$ cat config.mk
export PLATFORM = sky130hd
export DESIGN_NAME = ita_step_sequencer
export DESIGN_NICKNAME = d
export VERILOG_FILES = /design/src/rtl/ita_step_sequencer.sv
export SDC_FILE = /design/constraint.sdc
export NUM_CORES = 1
export LEC_CHECK = 0
export ABC_AREA = 1
export BUFFER_PORTS_ARGS = -buffer_cell sky130_fd_sc_hd__buf_2
export CELL_PAD_IN_SITES_DETAIL_PLACEMENT = 0
export CELL_PAD_IN_SITES_GLOBAL_PLACEMENT = 1
export CORE_MARGIN = 8
export CORE_UTILIZATION = 31
export DETAILED_ROUTE_END_ITERATION = 6
export GPL_ROUTABILITY_DRIVEN = 0
export PLACE_DENSITY = 0.63
export REMOVE_ABC_BUFFERS = 1
export SYNTH_ARGS = -nofsm -noshare
export SYNTH_HDL_FRONTEND = slang
export SYNTH_SLANG_ARGS = --single-unit
export TNS_END_PERCENT = 10
$ cat constraint.sdc
create_clock -name clk_i -period 4 [get_ports clk_i]
set_input_delay 0.4 -clock clk_i [delete_from_list [all_inputs] [get_ports clk_i]]
set_output_delay 0.4 -clock clk_i [all_outputs]
set_load 0.05 [all_outputs]
$ cat src/rtl/ita_step_sequencer.sv
`default_nettype none
// ============================================================================
// Module   : ita_step_sequencer
// Purpose  : Step / head / tile scheduler for the ITA datapath. Latches a
//            layer configuration on start, then walks the step sequence of
//            that layer one tile per datapath tile-completion pulse.
// Revision : 1.0 - initial release
// ============================================================================
module ita_step_sequencer #(
    parameter int H     = 1,
    parameter int TileW = 8,
    parameter int HeadW = (H > 1) ? $clog2(H) : 1
) (
    input  logic             clk_i,
    input  logic             rst_i,
    input  logic             start_i,
    input  logic [1:0]       layer_i,
    input  logic [TileW-1:0] tile_s_i,
    input  logic [TileW-1:0] tile_e_i,
    input  logic [TileW-1:0] tile_p_i,
    input  logic [TileW-1:0] tile_f_i,
    input  logic             tile_done_i,
    output logic [3:0]       step_o,
    output logic [HeadW-1:0] head_o,
    output logic [TileW-1:0] tile_r_o,
    output logic [TileW-1:0] tile_c_o,
    output logic [TileW-1:0] tile_d_o,
    output logic             first_d_o,
    output logic             last_d_o,
    output logic             busy_o,
    output logic             done_o
);

    typedef enum logic [3:0] {
        ST_IDLE   = 4'd0,
        ST_Q      = 4'd1,
        ST_K      = 4'd2,
        ST_V      = 4'd3,
        ST_QK     = 4'd4,
        ST_AV     = 4'd5,
        ST_OW     = 4'd6,
        ST_F1     = 4'd7,
        ST_F2     = 4'd8,
        ST_MATMUL = 4'd9
    } step_t;

    localparam logic [TileW-1:0] c_one       = TileW'(1);
    localparam logic [HeadW-1:0] c_last_head = HeadW'(H - 1);

    step_t            r_step;
    logic [HeadW-1:0] r_head;
    logic [TileW-1:0] r_tile_r, r_tile_c, r_tile_d;
    logic [TileW-1:0] r_cnt_s, r_cnt_e, r_cnt_p, r_cnt_f;
    logic             r_busy;
    logic             r_done;

    // A latched count of zero behaves as a single tile
    logic [TileW-1:0] w_s, w_e, w_p, w_f;
    assign w_s = (r_cnt_s == '0) ? c_one : r_cnt_s;
    assign w_e = (r_cnt_e == '0) ? c_one : r_cnt_e;
    assign w_p = (r_cnt_p == '0) ? c_one : r_cnt_p;
    assign w_f = (r_cnt_f == '0) ? c_one : r_cnt_f;

    // Loop bounds (row, column, depth) of the active step
    logic [TileW-1:0] w_bnd_r, w_bnd_c, w_bnd_d;
    always_comb begin
        w_bnd_r = w_s;
        w_bnd_c = c_one;
        w_bnd_d = c_one;
        case (r_step)
            ST_Q, ST_K, ST_V, ST_MATMUL: begin w_bnd_c = w_p; w_bnd_d = w_e; end
            ST_QK:                       begin w_bnd_c = w_s; w_bnd_d = w_p; end
            ST_AV:                       begin w_bnd_c = w_p; w_bnd_d = w_s; end
            ST_OW:                       begin w_bnd_c = w_e; w_bnd_d = w_p; end
            ST_F1:                       begin w_bnd_c = w_f; w_bnd_d = w_e; end
            ST_F2:                       begin w_bnd_c = w_e; w_bnd_d = w_f; end
            default:                     begin w_bnd_r = c_one; end
        endcase
    end

    logic w_last_r, w_last_c, w_last_d;
    assign w_last_r = (r_tile_r == w_bnd_r - c_one);
    assign w_last_c = (r_tile_c == w_bnd_c - c_one);
    assign w_last_d = (r_tile_d == w_bnd_d - c_one);

    // Successor step once the current step's row loop wraps
    step_t w_next_step;
    logic  w_finish;
    logic  w_head_inc;
    always_comb begin
        w_next_step = ST_IDLE;
        w_finish    = 1'b0;
        w_head_inc  = 1'b0;
        case (r_step)
            ST_Q:  w_next_step = ST_K;
            ST_K:  w_next_step = ST_V;
            ST_V:  w_next_step = ST_QK;
            ST_QK: w_next_step = ST_AV;
            ST_AV: w_next_step = ST_OW;
            ST_OW: begin
                if (r_head == c_last_head) begin
                    w_finish = 1'b1;
                end else begin
                    w_next_step = ST_Q;
                    w_head_inc  = 1'b1;
                end
            end
            ST_F1:     w_next_step = ST_F2;
            ST_F2:     w_finish    = 1'b1;
            ST_MATMUL: w_finish    = 1'b1;
            default:   w_finish    = 1'b0;
        endcase
    end

    // First step of a newly started layer
    step_t w_start_step;
    always_comb begin
        case (layer_i)
            2'd0:    w_start_step = ST_Q;
            2'd1:    w_start_step = ST_F1;
            default: w_start_step = ST_MATMUL;
        endcase
    end

    // Sequencer state: config latch, nested tile counters and step advance
    always_ff @(posedge clk_i) begin
        if (rst_i) begin
            r_step   <= ST_IDLE;
            r_head   <= '0;
            r_tile_r <= '0;
            r_tile_c <= '0;
            r_tile_d <= '0;
            r_cnt_s  <= '0;
            r_cnt_e  <= '0;
            r_cnt_p  <= '0;
            r_cnt_f  <= '0;
            r_busy   <= 1'b0;
            r_done   <= 1'b0;
        end else begin
            r_done <= 1'b0;
            if (r_step == ST_IDLE) begin
                if (start_i && (layer_i != 2'd3)) begin
                    r_cnt_s  <= tile_s_i;
                    r_cnt_e  <= tile_e_i;
                    r_cnt_p  <= tile_p_i;
                    r_cnt_f  <= tile_f_i;
                    r_step   <= w_start_step;
                    r_head   <= '0;
                    r_tile_r <= '0;
                    r_tile_c <= '0;
                    r_tile_d <= '0;
                    r_busy   <= 1'b1;
                end
            end else if (tile_done_i) begin
                if (!w_last_d) begin
                    r_tile_d <= r_tile_d + c_one;
                end else begin
                    r_tile_d <= '0;
                    if (!w_last_c) begin
                        r_tile_c <= r_tile_c + c_one;
                    end else begin
                        r_tile_c <= '0;
                        if (!w_last_r) begin
                            r_tile_r <= r_tile_r + c_one;
                        end else begin
                            r_tile_r <= '0;
                            if (w_finish) begin
                                r_step <= ST_IDLE;
                                r_head <= '0;
                                r_busy <= 1'b0;
                                r_done <= 1'b1;
                            end else begin
                                r_step <= w_next_step;
                                if (w_head_inc) begin
                                    r_head <= r_head + 1'b1;
                                end
                            end
                        end
                    end
                end
            end
        end
    end

    assign step_o    = r_step;
    assign head_o    = r_head;
    assign tile_r_o  = r_tile_r;
    assign tile_c_o  = r_tile_c;
    assign tile_d_o  = r_tile_d;
    assign busy_o    = r_busy;
    assign done_o    = r_done;
    assign first_d_o = r_busy && (r_tile_d == '0);
    assign last_d_o  = r_busy && w_last_d;

endmodule
`default_nettype wire

# Word level (Yosys, flattened, before mapping)
# Index checks and enable logic that the tools add are counted.
[totals] register_bits=63 latchBits=0 mem_bits_rw=0 mem_bits_ro=0 output_inout_bits=33 mem_count=0
[classes] n_addsub=7 mul=0 div=0 order_cmp=0 eq_ne=15 shift=0 muxes=50 bitwise=4 reduce_logical=30
[op_table] operator="2-to-1 mux 8 bit" n=18
[op_table] operator="one-hot mux 8 bit (4 select lines)" n=2
[op_table] operator="zero test 8 bit" n=5
[op_table] operator="2-to-1 mux 4 bit" n=7
[op_table] operator="one-hot mux 4 bit (7 select lines)" n=1
[op_table] operator="adder 8 x 1 -> 8 bit, second input constant" n=3
[op_table] operator="equality test 8 bit" n=3
[op_table] operator="subtractor 8 x 1 -> 8 bit, second input constant" n=3
[op_table] operator="2-to-1 mux 1 bit" n=20
[op_table] operator="equality test 4 x 3 -> 1 bit, second input constant" n=4
[op_table] operator="AND reduction 6 bit" n=2
[op_table] operator="nonzero test 2 bit" n=5
[op_table] operator="OR reduction 5 bit" n=2
[op_table] operator="OR reduction 9 bit" n=1
[op_table] operator="equality test 4 x 2 -> 1 bit, second input constant" n=2
[op_table] operator="equality test 4 bit, second input constant" n=2
[op_table] operator="one-hot mux 4 bit (2 select lines)" n=1
[op_table] operator="OR reduction 2 bit" n=3
[op_table] operator="OR reduction 6 bit" n=1
[op_table] operator="AND reduction 5 bit" n=1
[op_table] operator="equality test 4 x 1 -> 1 bit, second input constant" n=1
[op_table] operator="zero test 4 bit" n=1
[op_table] operator="NOT 1 bit" n=4
[op_table] operator="AND reduction 2 bit" n=2
[op_table] operator="other kinds (10)" n=12

# Longest topological paths before layout
# Gate-level depths: netlist (run 1).
[depth] word_depth=10 mapped_depth=22 depth_no_buf=22

# Worst setup path before layout (run 1)
# No wires, ideal clock.
[synth_path] kind="register to output" from="register r_step[0] (netlist: step_o[0])" to="output port last_d_o" arrival_ns=3.051 t_required_ns=3.600 slack_ns=0.549 stages_incl_launch_ff=14 path_buffers=0 path_cell_list="dfxtp_1 -> nand2_1 -> nand3_2 -> nand3_2 -> nand2_1 -> nand3_1 -> nor2_2 -> ha_1 -> xnor3_1 -> nor2_1 -> nand2_1 -> nor2_1 -> nand2_2 -> nor2_1"
[synth_between] elab_chain_len=6 elab_cells_between_ends=15 classes_between="1 x add/sub; 10 x eq/ne; 1 x mux; 3 x reduce/logical"
[synth_rtl] element="start, declared" line_no="50" text="step_t r_step;"
[synth_rtl] element="start signal, assigned" line_no="147" text="r_step <= w_start_step;"
[synth_rtl] element="start signal, assigned" line_no="173" text="r_step <= w_next_step;"
[synth_rtl] element="equality test 4 bit (tied with other cells)" line_no="70" text="case (r_step)"
[synth_rtl] element="OR reduction 5 bit (no line) or OR reduction 2 bit (tied branches)"
[synth_rtl] element="one-hot mux 8 bit (4 select lines) (*)" line_no="70"
[synth_rtl] element="subtractor 8 x 1 -> 8 bit (*)" line_no="84" text="assign w_last_d = (r_tile_d == w_bnd_d - c_one);"
[synth_rtl] element="equality test 8 bit (*)" line_no="84"
[synth_rtl] element="logical AND 1 bit (*)" line_no="193" text="assign last_d_o = r_busy && w_last_d;"
[synth_rtl] element="end, declared" line_no="29" text="output logic last_d_o,"
# Every way passes the cells marked *; elsewhere a longest branch is shown, timed or not.

# Final worst setup path (run 1)
[layout_path] from="register r_step[1] (netlist: step_o[1])" to="output port last_d_o"
# Same word-level chain as after synthesis.

==> qor.txt, run 1 <==
slack of the worst reg-to-reg path -> 0.54 ns
row cnt -> 43
Clk pin slew, worst setup/hold paths -> 0.06 ns
first-pass GRT wire length -> 23,900 µm
Startpoint Class -> flop
synth-to-layout area growth -> 18.5%
CP startpoint -> step_o[1]
die area -> 18,400 µm²
Slew HR -> 0.689
Post-Syn Area per Cell -> 6.06 µm²
Final #Nets -> 847
Final ANT Viol Nets -> 0
GRT Resource Usage Total -> 0.165
diode count -> 0
initial antenna violation count -> 0
vias in the first global route -> 4,581
Inst Count DP -> 971
Max VDD drop -> 0.311 mV
Detail Placement HPWL -> 12,000 µm
Reg-to-Reg End -> step_o[2]
width of the chip -> 136 µm
CTS Hold Bufs -> 0
unrepaired setup endpoints after global routing -> no
status -> complete, no violations
P per Cell Area -> 878 nW/µm²
critical path peak fanout -> 13
# IOs -> 71
H-tree depth -> 3
fin util -> 0.377
remaining global-route overflow -> 0
total negative slack -> 0 ns
post-synth cell types -> 39
worst skew pair latency -> 0.34 ns
Initial Util -> 0.318
Clock Tree Buf Depth -> 2
Final period util -> 0.902
DRT iter0 DRCs -> 316
R2R depth -> 18
PnR worst setup slack -> 0.393 ns
Worst Tran Pin Value -> 0.466 ns
largest net degree at the start of global routing -> 46
synthesized instance count -> 732
Setup WS pre-CTS -> 0.475 ns
Post-Synthesis Cell Area -> 4430 µm²
Fmax -> 277 MHz
CP Capture Type -> output port
routed vias/inst -> 4.87
max-cap violations -> 0
sequential element share of the synthesized area -> 0.285
CTS Buf Count -> 9
quantity of gates resized following cts -> 0
hold depth -> 3
data arrival time of the worst path -> 3.21 ns
final std cells w/o fill -> 986
Sink Count -> 63
Crit Path Class -> reg -> out
last element of the critical path -> last_d_o
Clock Tree Root -> clkbuf_16
CTS tree -> done
Final Setup Violations -> 0
vias -> 4,803
Pleak -> 2.51 nW
Hold Crit Class -> in -> reg
DR DRC count -> 0
Final Hold Fails -> 0
Synth Warn # -> 0
Pins Over Slew Limit -> 0
Worst Skew -> 0.00680 ns
Period minus WS final -> 3.61 ns
CORE AREA -> 13,900 µm²
Vert. Die Dim -> 136 µm
final wirelength -> 14,900 µm
port bufs -> 70
worst path required time -> 3.60 ns
first-pass iteration count of the detailed router -> 6
Worst Hold Slack -> 0.310 ns
FF-to-FF Start -> step_o[1]
ratio of cells with drive above 1 in the final layout -> 0.160
WL per Instance -> 15.1 µm
flip-flop and latch count after synthesis -> 63
setup bufs post-CTS -> 0
-- worst min path at each step --
stage,start,endpoint,slack [ns]
after floorplan,r_cnt_s[0],r_cnt_s[0],0.43
after global placement,r_cnt_e[0],r_cnt_e[0],0.47
after detailed placement,r_cnt_s[0],r_cnt_s[0],0.47
after CTS,tile_e_i[6],r_cnt_e[6],0.30
after global routing,tile_s_i[5],r_cnt_s[5],0.31
final,tile_e_i[4],r_cnt_e[4],0.31
-- flip-flops by register name (all words and copies together), names as in the netlist --
name and cells:
r_cnt_f 8, tile_d_o 8, tile_r_o 8, done_o 1, busy_o 1, tile_c_o 8, step_o 4, r_cnt_e 8
head_o 1, r_cnt_s 8, r_cnt_p 8
-- synth_stat cells (all sizes together) --
| library cell | instances | area [µm²] |
|---|---|---|
| o211a | 1 | 10.0 |
| o2111ai | 1 | 8.76 |
| o21ai | 52 | 264 |
| nand2 | 214 | 843 |
| o22ai | 1 | 6.26 |
| nand4 | 11 | 75.1 |
| inv | 70 | 263 |
| a21oi | 33 | 180 |
| nand3 | 82 | 435 |
| nor2 | 139 | 557 |
| buf | 6 | 53.8 |
| o21bai | 4 | 33.8 |
| o211ai | 1 | 7.51 |
| xnor3 | 1 | 22.5 |
| ha | 7 | 87.6 |
| a211oi | 1 | 7.51 |
| nand3b | 2 | 15.0 |
| clkbuf | 12 | 45.0 |
| nor4 | 1 | 6.26 |
| o311ai | 1 | 8.76 |
| dfxtp | 63 | 1260 |
| nor3 | 4 | 20.0 |
| or2 | 2 | 12.5 |
| xor2 | 18 | 165 |
| xnor2 | 5 | 43.8 |
-- critical path, stage by stage (launching register included) --
cell	delay, ns
dfxtp_1	0.35
inv_1	0.19
nand2_1	0.13
nand3_2	0.11
nand3_2	0.26
nand2_1	0.16
nand3_1	0.16
nor2_4	0.21
ha_1	0.22
xnor3_1	0.30
nor2_1	0.12
nand2_1	0.06
nor2_1	0.11
nand2_2	0.10
nor2_1	0.11
buf_2	0.28
-- per-layer routing --
layer,vias up,track usage,part of all wire
li1,2487,-,-
met4,0,0.0672,0.026
met5,-,0,0
met1,2163,0.211,0.47
met3,26,0.0382,0.050
met2,127,0.262,0.45
-- cell type report --
type	count	area [µm²]
Multi-Input combinational cell	581	2820
Timing Repair Buffer	77	403
Inverter	70	263
Clock buffer	12	267
Fill cell	1595	8680
Clock inverter	3	17.5
Tap cell	180	225
Sequential cell	63	1260
-- per-stage QoR --
step | instance area (µm²) | total power (W)
after floorplan | 4330 | 0.00309
after global placement | 4960 | 0.00387
after detailed placement | 4960 | 0.00388
after CTS | 5250 | 0.00465
after global routing | 5250 | 0.00508
final | 5250 | 0.00461
-- report_power, final --
part / leakage, nW / internal (W) / switching, W / total, W
Sequential: 0.515 / 0.000752 / 0.000170 / 0.000922
Combinational: 1.85 / 0.000894 / 0.00205 / 0.00294
Clock: 0.140 / 0.000463 / 0.000280 / 0.000744
-- layout by cell type, fill, tap and decap left out, types with 5 or more instances in the layout --
master / netlist / routed
nand2_1: 202 / 202
nand3_1: 77 / 77
inv_1: 68 / 68
nand3_2: 5 / 5
nand4_1: 10 / 10
dfxtp_1: 63 / 63
nor2_1: 131 / 131
a21oi_1: 29 / 29
nand2_2: 10 / 10
xor2_1: 17 / 17
xnor2_1: 5 / 5
ha_1: 7 / 7
buf_2: 1 / 70
buf_4: 2 / 7
clkbuf_16: 0 / 9
o21ai_0: 47 / 47
-- cells by family after synthesis --
kind of cell / share of synthesized area
AO/OA/AOI/OAI: 0.119
flip-flops: 0.285
adder cells (fa/ha/maj): 0.0198
buffers and inverters: 0.0816
AND/OR/NAND/NOR: 0.443
XOR/XNOR: 0.0522
Power figures use the tool's default switching activity.
==> inputs of run 2 (changes only) <==
CELL_PAD_IN_SITES_DETAIL_PLACEMENT = not set   (was 0)
CELL_PAD_IN_SITES_GLOBAL_PLACEMENT = not set   (was 1)
PLACE_DENSITY = 0.57   (was 0.63)
RECOVER_POWER = 50   (was not set)
==> run 2 against run 1 <==
Effect of this change: worst hold slack got worse by 0.0053 ns; maximum frequency is 0.42% lower; register-to-register slack worse by 0.03 ns; largest power group unchanged; highest routed layer unchanged.
==> qor.txt, run 2 (synthesized netlist as in run 1, its figures left out) <==
worst skew pair latency -> 0.34 ns (about the same)
remaining global-route overflow -> 0 (unchanged)
Clock Tree Buf Depth -> 2 (unchanged)
width of the chip -> 136 µm (unchanged)
Vert. Die Dim -> 136 µm (unchanged)
share of total power in the clock network -> 0.180 (+0.019)
FF-to-FF Start -> step_o[1]
total negative slack -> 0 ns (unchanged)
DR DRC count -> 0 (unchanged)
vias in the first global route -> 4,381 (-4.4%)
critical path peak fanout -> 13 (unchanged)
Fmax -> 276 MHz (-0.42%)
Worst Tran Pin Value -> 1.07 ns (+0.606 ns)
largest net degree at the start of global routing -> 48 (+4.3%)
diode count -> 0 (unchanged)
synth-to-layout area growth -> 17.8%
Pins Over Slew Limit -> 0 (unchanged)
Pleak -> 2.38 nW (-5.3%)
Clock Tree Root -> clkbuf_16
max-cap violations -> 0 (unchanged)
worst path required time -> 3.60 ns (about the same)
Final ANT Viol Nets -> 0 (unchanged)
Hold EP -> r_cnt_e[0]
Comb power frac -> 0.623 (-0.016)
met3 global-route usage -> 0.0445 (+0.00631)
Initial Util -> 0.318 (unchanged)
GRT Resource Usage Total -> 0.156 (-0.00964)
CTS Buf Count -> 9 (unchanged)
Clk pin slew, worst setup/hold paths -> 0.05 ns (about the same)
Detail Placement HPWL -> 10,800 µm (-9.8%)
Slew HR -> 0.285 (-0.404)
P_sw -> 0.00246 W (-1.4%)
dpl cell area -> 4950 µm² (-0.15%)
most frequent cells in the layout -> nand2_1, nor2_1, nand3_1
Final period util -> 0.906 (+0.00384)
Inst Count DP -> 970 (-0.10%)
met1 global-route usage -> 0.210 (-0.00158)
R2R depth -> 18 (unchanged)
Sink Count -> 63 (unchanged)
Hold Crit Class -> in -> reg
Final Setup Violations -> 0 (unchanged)
final wirelength -> 13,900 µm (-6.7%)
Period minus WS final -> 3.62 ns (+0.0154 ns)
vias -> 4,695 (-2.2%)
GR peak layer -> met2
Worst Hold Slack -> 0.305 ns (-0.00530 ns)
Startpoint Class -> flop
initial antenna violation count -> 0 (unchanged)
final instance area -> 5220 µm² (-0.52%)
first-pass GRT wire length -> 22,600 µm (-5.5%)
Final Hold Fails -> 0 (unchanged)
CP Capture Type -> output port
WL per Instance -> 14.1 µm (-6.6%)
die area -> 18,400 µm² (unchanged)
Fillers -> 1,557 (-2.4%)
slack of the worst reg-to-reg path -> 0.51 ns (-0.03 ns)
P per Cell Area -> 890 nW/µm² (+1.4%)
CTS tree -> done
Worst Skew -> 0.00918 ns (+0.00238 ns)
setup bufs post-CTS -> 0 (unchanged)
Switching Fraction -> 0.530 (-0.0121)
data arrival time of the worst path -> 3.22 ns (about the same)
port bufs -> 70 (unchanged)
commonest non-fill, non-tap cell in the layout -> nand2_1
Crit Path Class -> reg -> out
HP Start -> tile_e_i[0]
row cnt -> 43 (unchanged)
Internal -> 0.00218 W (+3.5%)
ratio of cells with drive above 1 in the final layout -> 0.117 (-0.0433)
Reg-to-Reg End -> step_o[0]
routed vias/inst -> 4.77 (-2.1%)
first-pass iteration count of the detailed router -> 5 (-1)
DRT iter0 DRCs -> 373 (+18%)
Total Power -> 0.00465 W (+0.84%)
CORE AREA -> 13,900 µm² (unchanged)
met2 usage -> 0.230 (-0.0326)
hold depth -> 3 (unchanged)
Reg power frac -> 0.197 (-0.003)
H-tree depth -> 3 (unchanged)
Max VDD drop -> 0.255 mV (-18%)
CTS Hold Bufs -> 0 (unchanged)
unrepaired setup endpoints after global routing -> no
# IOs -> 71 (unchanged)
status -> complete, no violations
Final #Nets -> 846 (-0.12%)
final std cells w/o fill -> 985 (-0.10%)
quantity of gates resized following cts -> 0 (unchanged)
==> run 2: final cells by class <==
cell class	count	area, µm²	area share
flip-flops and latches	63	1260	0.241
inverters	70	263	0.0503
multi-input cells	581	2810	0.538
clock inverters	4	70.1	0.0134
repair buffers	76	352	0.0673
clock buffers	11	243	0.0465
well taps	180	225	0.0431
==> run 2: worst max path at each step <==
| stage | start | endpoint | slack (ns) | depth (start not counted) |
|---|---|---|---|---|
| floorplan | step_o[0] | last_d_o | 0.39 | 13 |
| global placement | step_o[1] | step_o[0] | 0.63 | 18 |
| detailed placement | step_o[1] | step_o[0] | 0.54 | 18 |
| CTS | step_o[1] | last_d_o | 0.38 | 15 |
| global route | step_o[1] | last_d_o | 0.10 | 15 |
| finish | step_o[1] | last_d_o | 0.38 | 15 |
==> run 2: stage by stage <==
stage,utilization,setup WS (ns)
2_1_floorplan,-,0.394
3_3_place_gp,0.356,0.628
3_5_place_dp,0.356,0.539
4_1_cts,0.378,0.384
5_1_grt,0.375,0.101
6_report,0.375,0.378
==> run 2: power groups by stage <==
stage | sequential [W] | combinational [W] | clock (W)
2_1_floorplan | 0.00100 | 0.00209 | 0
3_3_place_gp | 0.000923 | 0.00290 | 0
3_5_place_dp | 0.000924 | 0.00290 | 0
4_1_cts | 0.000911 | 0.00291 | 0.000853
5_1_grt | 0.000932 | 0.00329 | 0.000883
6_report | 0.000915 | 0.00290 | 0.000835
==> run 2: layer usage <==
layer  wire [µm]  up-vias
li1            -     2488
met1        6820     2043
met2        5930      143
met3         871       21
met4         306        0
met5           0        -
==> run 2: worst max-delay path, stage by stage (launching register included) <==
cell and delay (ns):
dfxtp_1 0.35, inv_1 0.17, nand2_1 0.13, nand3_2 0.12
nand3_2 0.24, nand2_1 0.15, nand3_1 0.12, nor2_2 0.26
ha_1 0.25, xnor3_1 0.30, nor2_1 0.13, nand2_1 0.06
nor2_1 0.11, nand2_2 0.10, nor2_1 0.12, buf_2 0.28
